**config.mk**
```make
export PLATFORM = sky130hd
export DESIGN_NAME = reshape_input_flat
export DESIGN_NICKNAME = d
export VERILOG_FILES = /design/src/rtl/audio_pkg.sv /design/src/rtl/reshape_input_if.sv /design/src/rtl/reshape_input.sv /design/src/flat_wrapper.sv
export SDC_FILE = /design/constraint.sdc
export NUM_CORES = 1
export LEC_CHECK = 0
export ABC_AREA = 1
export BUFFER_PORTS_ARGS = -buffer_cell sky130_fd_sc_hd__buf_2
export CORE_AREA = 3 3 302 304
export CTS_CLUSTER_DIAMETER = 80
export DETAILED_ROUTE_END_ITERATION = 10
export DIE_AREA = 0 0 305 307
export PLACE_DENSITY_LB_ADDON = 0.15
export SYNTH_ARGS = -nofsm -noshare
export SYNTH_HDL_FRONTEND = slang
export SYNTH_SLANG_ARGS = --single-unit
```
**constraint.sdc**
```tcl
create_clock -name clk -period 2.1 [get_ports clk]
set_input_delay 0.525 -clock clk [delete_from_list [all_inputs] [get_ports clk]]
set_output_delay 0.525 -clock clk [all_outputs]
set_load 0.005 [all_outputs]
```
**src/rtl/audio_pkg.sv**
```systemverilog
// Shared types and constants for the audio feature path.
package audio_pkg;

    // One 16-bit feature coefficient.
    typedef logic [15:0] sample_t;

    // Filterbank values per feature frame.
    localparam int unsigned FEAT_LEN = 40;

    // Packer state: collecting beats, or holding a complete frame.
    typedef enum logic {
        ST_FILL = 1'b0,
        ST_FULL = 1'b1
    } reshape_state_t;

    // Integer ceiling division, used to size the beat count.
    function automatic int unsigned ceil_div(input int unsigned a, input int unsigned b);
        return (a + b - 1) / b;
    endfunction

endpackage

```
**src/rtl/reshape_input_if.sv**
```systemverilog
// Stream-in / frame-out bundle for reshape_input.
// Optional macro RESHAPE_INPUT_LAST_EN adds s_last and frame_err.
interface reshape_input_if
    import audio_pkg::*;
#(
    parameter int unsigned IN_WIDTH  = 8,
    parameter int unsigned FRAME_LEN = FEAT_LEN
);

    logic                     s_valid;
    logic                     s_ready;
    sample_t [IN_WIDTH-1:0]   in;
    logic                     m_valid;
    logic                     m_ready;
    sample_t [FRAME_LEN-1:0]  out;
`ifdef RESHAPE_INPUT_LAST_EN
    logic                     s_last;
    logic                     frame_err;
`endif

`ifdef RESHAPE_INPUT_LAST_EN
    // Packer side.
    modport slave  (input  s_valid, in, s_last, m_ready,
                    output s_ready, m_valid, out, frame_err);
    // Source / consumer side.
    modport master (output s_valid, in, s_last, m_ready,
                    input  s_ready, m_valid, out, frame_err);
`else
    // Packer side.
    modport slave  (input  s_valid, in, m_ready,
                    output s_ready, m_valid, out);
    // Source / consumer side.
    modport master (output s_valid, in, m_ready,
                    input  s_ready, m_valid, out);
`endif

endinterface

```
**src/rtl/reshape_input.sv**
```systemverilog
// Narrow-to-wide packer: gathers IN_WIDTH-word beats into a FRAME_LEN-word frame
// and presents it as one parallel vector with a valid/ready handshake.
// Optional macro RESHAPE_INPUT_LAST_EN: s_last early termination plus sticky frame_err.
module reshape_input
    import audio_pkg::*;
#(
    parameter int unsigned IN_WIDTH  = 8,
    parameter int unsigned FRAME_LEN = FEAT_LEN
)(
    input  logic            clk,
    input  logic            reset,
    reshape_input_if.slave  bus
);

    localparam int unsigned     BEATS     = ceil_div(FRAME_LEN, IN_WIDTH);
    localparam int unsigned     CNT_W     = $clog2(BEATS + 1);
    localparam logic [CNT_W-1:0] LAST_BEAT = CNT_W'(BEATS - 1);

    reshape_state_t          r_state;
    reshape_state_t          w_next_state;
    logic [CNT_W-1:0]        r_beat_cnt;
    sample_t [FRAME_LEN-1:0] r_frame;
    logic                    w_s_ready;
    logic                    w_m_valid;
    logic                    w_accept;
    logic                    w_last_beat;
    logic                    w_frame_done;
    logic [31:0]             w_cnt_ext;

    assign w_accept    = bus.s_valid && (r_state == ST_FILL);
    assign w_last_beat = (r_beat_cnt == LAST_BEAT);
    assign w_cnt_ext   = 32'(r_beat_cnt);

`ifdef RESHAPE_INPUT_LAST_EN
    logic r_frame_err;
    logic w_early_last;
    logic w_missing_last;

    assign w_early_last   = w_accept && bus.s_last && !w_last_beat;
    assign w_missing_last = w_accept && !bus.s_last && w_last_beat;
    assign w_frame_done   = w_accept && (w_last_beat || bus.s_last);

    // Sticky framing error: early s_last or a full frame without s_last.
    always_ff @(posedge clk) begin
        if (!reset)
            r_frame_err <= 1'b0;
        else if (w_early_last || w_missing_last)
            r_frame_err <= 1'b1;
    end

    assign bus.frame_err = r_frame_err;
`else
    assign w_frame_done = w_accept && w_last_beat;
`endif

    // State register.
    always_ff @(posedge clk) begin
        if (!reset)
            r_state <= ST_FILL;
        else
            r_state <= w_next_state;
    end

    // Next state and handshake outputs; both outputs depend on state only,
    // so m_ready never reaches s_ready combinationally.
    always_comb begin
        w_next_state = r_state;
        w_s_ready    = 1'b0;
        w_m_valid    = 1'b0;
        case (r_state)
            ST_FILL: begin
                w_s_ready = 1'b1;
                if (w_frame_done)
                    w_next_state = ST_FULL;
            end
            ST_FULL: begin
                w_m_valid = 1'b1;
                if (bus.m_ready)
                    w_next_state = ST_FILL;
            end
            default: w_next_state = ST_FILL;
        endcase
    end

    // Beat counter: advances per accepted beat, wraps when the frame completes.
    always_ff @(posedge clk) begin
        if (!reset)
            r_beat_cnt <= '0;
        else if (w_frame_done)
            r_beat_cnt <= '0;
        else if (w_accept)
            r_beat_cnt <= r_beat_cnt + CNT_W'(1);
    end

    // Frame register: each word belongs to exactly one beat slot, so lanes of the
    // final beat that fall past FRAME_LEN simply have no destination.
    always_ff @(posedge clk) begin
        if (!reset) begin
            r_frame <= '0;
        end else if (w_accept) begin
            for (int unsigned k = 0; k < FRAME_LEN; k++) begin
                if ((k / IN_WIDTH) == w_cnt_ext)
                    r_frame[k] <= bus.in[k % IN_WIDTH];
`ifdef RESHAPE_INPUT_LAST_EN
                else if (w_early_last && ((k / IN_WIDTH) > w_cnt_ext))
                    r_frame[k] <= '0;
`endif
            end
        end
    end

    assign bus.s_ready = w_s_ready;
    assign bus.m_valid = w_m_valid;
    assign bus.out     = r_frame;

endmodule

```
**src/flat_wrapper.sv**
```systemverilog
// flat-port wrapper written by rule: the top's interface ports become plain ports
module reshape_input_flat import audio_pkg::*;
#(
    parameter int unsigned IN_WIDTH  = 8,
    parameter int unsigned FRAME_LEN = FEAT_LEN
)
  (clk, reset, bus_s_valid, bus_in, bus_m_ready, bus_s_ready, bus_m_valid, bus_out);
  reshape_input_if #(.IN_WIDTH(IN_WIDTH), .FRAME_LEN(FRAME_LEN)) bus_i ();
  input  logic clk;
  input  logic reset;
  input wire logic [$bits(bus_i.s_valid)-1:0] bus_s_valid;
  input wire logic [$bits(bus_i.in)-1:0] bus_in;
  input wire logic [$bits(bus_i.m_ready)-1:0] bus_m_ready;
  output wire logic [$bits(bus_i.s_ready)-1:0] bus_s_ready;
  output wire logic [$bits(bus_i.m_valid)-1:0] bus_m_valid;
  output wire logic [$bits(bus_i.out)-1:0] bus_out;
  assign bus_i.s_valid = bus_s_valid;
  assign bus_i.in = bus_in;
  assign bus_i.m_ready = bus_m_ready;
  assign bus_s_ready = bus_i.s_ready;
  assign bus_m_valid = bus_i.m_valid;
  assign bus_out = bus_i.out;
  reshape_input #(.IN_WIDTH(IN_WIDTH), .FRAME_LEN(FRAME_LEN)) u_core (.clk(clk), .reset(reset), .bus(bus_i));
endmodule
```
==> summary.txt, run 1 <==
clock-pin slew on the worst setup and hold paths: 0.06 ns
switch share: 0.263
Worst Hold Class: in2reg
Worst Skew: 0.0241 ns
Mapped Avg Cell Area: 7.08 um2
fin cells: 5426
Hold Vio Cnt, Final: 0
Net Count, Synth: 3666
Via Count: 25300
run status: complete, no violations
setup bufs post-CTS: 0
core area: 88500 um2
Total GRT Usage: 0.220
crit-path max FO: 3
DP Area: 30500 um2
P_int: 22.2 mW
CP max stage cell: dfxtp_2
setup violators final: 0
Min Clock Period, post-route: 1.91 ns
Yosys top cell by area: dfxtp_1
fin nets: 4336
flop and latch count out of synthesis: 644
Power, Total: 30.1 mW
IO Pins: 774
ANT nets after route: 0
VDD IR-drop max: 575 uV
wire per inst: 19.8 um
top cell type's share of synthesized area: 0.516
CTS root buffer: clkbuf_16
maximum clock frequency: 523 MHz
Worst EP arrival: 1.39 ns
TritonCTS Sinks: 644
Post-DP HPWL: 75.7 mm
WL final: 107 mm
Sum Neg Setup Slack: 0 ns
Bufs and invs on worst path: 3
Seq/Total Area, Yosys: 0.516
DR pass1 iterations: 5
logic gate share of total power: 0.114
TritonCTS clock tree: done
Cell Chain, Critical Path: inv_2, buf_4, buf_2
vias in the first global route: 23800
final hold slack: 0.180 ns
synthesized area: 25000 um2
most frequent cells in the layout: nor2_1, buf_2, nand2_1, dfxtp_1, nand3_1
placed cell count: 5284
Reg power frac: 0.433
max-slew violation count: 0
final core occ: 0.375
total die area: 93600 um2
# rows: 109
final worst path period share: 0.910
largest net degree at the start of global routing: 96
CP delay by family, top: flip-flops
Worst-Margin Slew: 0.518 ns
initial DRC count: 1691
Slew headroom: 0.655
Critical Path Max Stage Delay: 0.42 ns
CP endpoint kind: output port
P_sw: 7.91 mW
power share of the clock group: 0.453
Worst Path Required: 1.57 ns
first-pass GRT wire length: 158 mm
most common cell after layout, fill and taps aside: nor2_1
CTS buffer count: 78
layout cells sized above 1: 0.236
Synth area leaders: dfxtp_1, nor2_1, nand3_1
gpl congestion: 0.844
global route overflow: 0
drt via density: 4.65
Starting Density: 0.282
pre-CTS setup slack: 0.237 ns
H-tree lvl count: 3
Buffers on Ports: 773
synth warn: 0
Hold-fix buffers, CTS: 0
Setup WS post-layout: 0.189 ns
P per Cell Area: 907 nW/um2
Design Area, Final: 33200 um2
cell count after synthesis: 3529
die height: 307 um
worst skew pair latency: 0.62 ns
Static Leak: 15.9 nW
Longest Clk Path Bufs: 3
synth unique cells: 15
number of max-cap violations: 0
crit path launch type: register
Area Growth Syn to Fin: 32.7%
Remaining DRCs: 0
DIE WIDTH: 305 um
WS Path Type: reg2out
RSZ-0062 raised after global routing: no
initial antenna violation count: 7
==> cell families (layout without fill, tap and decap cells) <==
family                     count (synthesis)  after routing  share of synthesized area
adders and majority gates                  5              5                    0.00250
AOI/OAI and AO/OA                        132            132                     0.0264
buffers and inverters                    421           1151                     0.0730
other                                      0              2                          0
and+or+nand+nor                         2327           2327                      0.382
DFF                                      644            644                      0.516
==> worst min-delay path, stage by stage <==
cell and delay, ns:
buf_2 0.10, nand3_1 0.07, a21oi_1 0.05
==> power groups by stage <==
| stage | Clock [mW] | Sequential, mW | Combinational (mW) |
|---|---|---|---|
| CTS | 14.0 | 13.0 | 3.48 |
| global placement | 0 | 13.3 | 3.47 |
| global route | 14.4 | 13.1 | 3.80 |
| floorplan | 0 | 13.3 | 1.71 |
| finish | 13.6 | 13.0 | 3.42 |
| detailed placement | 0 | 13.3 | 3.47 |
==> routing by layer <==
metal,part of all wire,track usage
met5,0.00047,0
met4,0.028,0.0666
met3,0.070,0.0564
met2,0.47,0.371
met1,0.43,0.277
==> synthesized netlist by cell type <==
master,instances
buf_1,23
buf_2,144
clkbuf_1,98
inv_2,2
inv_1,137
buf_4,17
nor2_1,1034
nor2_2,1
ha_1,5
nand3_1,641
nand2_2,1
a21oi_1,131
nand2_1,650
dfxtp_1,644
o21ai_0,1
==> flip-flops by register name, summed over array words and instances, names as in the netlist <==
name               count
u_core.bus.out       640
u_core.r_beat_cnt      3
u_core.r_state         1
==> path summary, 6_finish.rpt <==
| kind | from | endpoint | slack (ns) | depth (start not counted) |
|---|---|---|---|---|
| setup reg to reg | u_core.r_beat_cnt[0] | u_core.bus.out[639] | 0.33 | 8 |
| hold reg to reg | u_core.bus.out[407] | u_core.bus.out[407] | 0.46 | 2 |
| hold / removal | bus_in[101] | u_core.bus.out[485] | 0.18 | 3 |
| setup / recovery | u_core.r_state | bus_s_ready | 0.19 | 3 |
==> what timing repair did <==
action / CTS / global route
endpoints found under the hold margin: 0 / 0
resized for setup: 0 / 1
setup endpoints to repair: 0 / 1
==> cell type report <==
class | instances | area (um2)
well taps | 1165 | 1460
clock inverters | 13 | 155
diodes | 2 | 5.00
inverters | 139 | 532
clock buffers | 127 | 2450
flip-flops and latches | 644 | 12900
repair buffers | 872 | 5310
fillers | 9820 | 55400
multi-input cells | 2464 | 10300
Power figures use the tool's default switching activity.
==> inputs of run 2 (changes only) <==
- CORE_AREA: 3 3 302 304 -> unset
- CORE_ASPECT_RATIO: unset -> 2
- CORE_MARGIN: unset -> 8
- CORE_UTILIZATION: unset -> 30
- DIE_AREA: 0 0 305 307 -> unset
- clock period: 2.1 -> 1.9 ns (I/O delays scaled with it)
==> summary.txt, run 2 (synthesized netlist as in run 1, its figures left out) <==
vias in the first global route: 24800
Starting Density: 0.303
Cell Chain, Critical Path: buf_2
final worst path period share: 0.925
VDD IR-drop max: 807 uV
RSZ-0062 raised after global routing: no
Post-DP HPWL: 87.6 mm
Total GRT Usage: 0.239
wire per inst: 21.9 um
Static Leak: 16.0 nW
setup bufs post-CTS: 0
crit path launch type: register
Longest Clk Path Bufs: 3
TritonCTS clock tree: done
Slew headroom: 0.608
layout cells sized above 1: 0.242
Min Clock Period, post-route: 1.76 ns
CP delay by family, top: flip-flops
drt via density: 4.78
Worst Skew: 0.0237 ns
Worst-Margin Slew: 0.588 ns
CP max stage cell: dfxtp_1
maximum clock frequency: 569 MHz
Critical Path Max Stage Delay: 0.47 ns
largest net degree at the start of global routing: 120
initial DRC count: 1525
PostCTS Resize Cnt: 0
Worst Path Required: 1.42 ns
Via Count: 25500
TritonCTS Sinks: 644
fin nets: 4361
total die area: 93300 um2
CTS buffer count: 61
Hold Vio Cnt, Final: 0
crit-path max FO: 2
core area: 82400 um2
gpl congestion: 0.873
P per Cell Area: 952 nW/um2
DIE WIDTH: 220 um
ANT nets after route: 0
run status: complete, no violations
Area Growth Syn to Fin: 32.5%
setup violators final: 0
Sum Neg Setup Slack: 0 ns
worst skew pair latency: 0.64 ns
IO Pins: 774
most frequent cells in the layout: nor2_1, buf_2, nand2_1, dfxtp_1, nand3_1
WS Path Type: reg2out
die height: 424 um
CP endpoint kind: output port
Hold-fix buffers, CTS: 0
Power, Total: 31.5 mW
most common cell after layout, fill and taps aside: nor2_1
Remaining DRCs: 0
Worst EP arrival: 1.28 ns
DR pass1 iterations: 5
WL final: 117 mm
initial antenna violation count: 11
Worst Hold Class: in2reg
H-tree lvl count: 2
max-slew violation count: 0
Bufs and invs on worst path: 1
Buffers on Ports: 773
number of max-cap violations: 0
first-pass GRT wire length: 168 mm
global route overflow: 0
clock-pin slew on the worst setup and hold paths: 0.07 ns
Largest register FFs: 640
CTS root buffer: clkbuf_16
# rows: 149
==> run 2: cell type report <==
| type | instances | area (um2) |
|---|---|---|
| Fill cell | 8958 | 49300 |
| Sequential cell | 644 | 12900 |
| Multi-Input combinational cell | 2464 | 10300 |
| Timing Repair Buffer | 914 | 5880 |
| Clock buffer | 85 | 1770 |
| Tap cell | 1057 | 1320 |
| Inverter | 139 | 532 |
| Clock inverter | 29 | 353 |
| Antenna cell | 4 | 10.0 |
==> run 2: final timing paths <==
check                       start                   to  slack [ns]  depth (start not counted)
max           u_core.bus.out[467]         bus_out[467]        0.14                          1
min                   bus_in[105]  u_core.bus.out[489]        0.11                          3
max reg2reg  u_core.r_beat_cnt[0]   u_core.bus.out[85]        0.15                          9
min reg2reg   u_core.bus.out[448]  u_core.bus.out[448]        0.46                          2
==> run 2: where the power goes <==
group	internal, mW	switching, mW	total, mW	leakage, nW
clock	7.34	5.74	13.1	1.04
combinational	1.44	2.58	4.02	9.69
sequential	14.1	0.334	14.4	5.24
==> run 2: through the flow <==
step	instances	area, um2	worst slack, ns	hold slack (ns)	utilization
after floorplan	3529	25000	0.389	0.461	-
after global placement	5218	31000	0.122	0.448	0.376
after detailed placement	5218	31000	0.104	0.451	0.376
after CTS	5332	33100	0.0795	0.0541	0.402
after global routing	5333	33100	0.0197	0.0893	0.402
final	5336	33100	0.142	0.107	0.402
==> run 2: worst register-to-register path: cells and delay by family, from the launching register on <==
family | cells | cell delay, ns
adder cells (fa/ha/maj) | 1 | 0.19
buffers and inverters | 4 | 0.66
AND/OR/NAND/NOR | 4 | 0.47
flip-flops | 1 | 0.34
==> run 2: metal layers <==
metal	GRT usage	vias to the layer above	wire length, um
met5	0	-	63
met4	0.0906	10	4720
met3	0.0864	176	12400
met2	0.405	1003	55200
met1	0.269	11900	44500
li1	-	12500	-
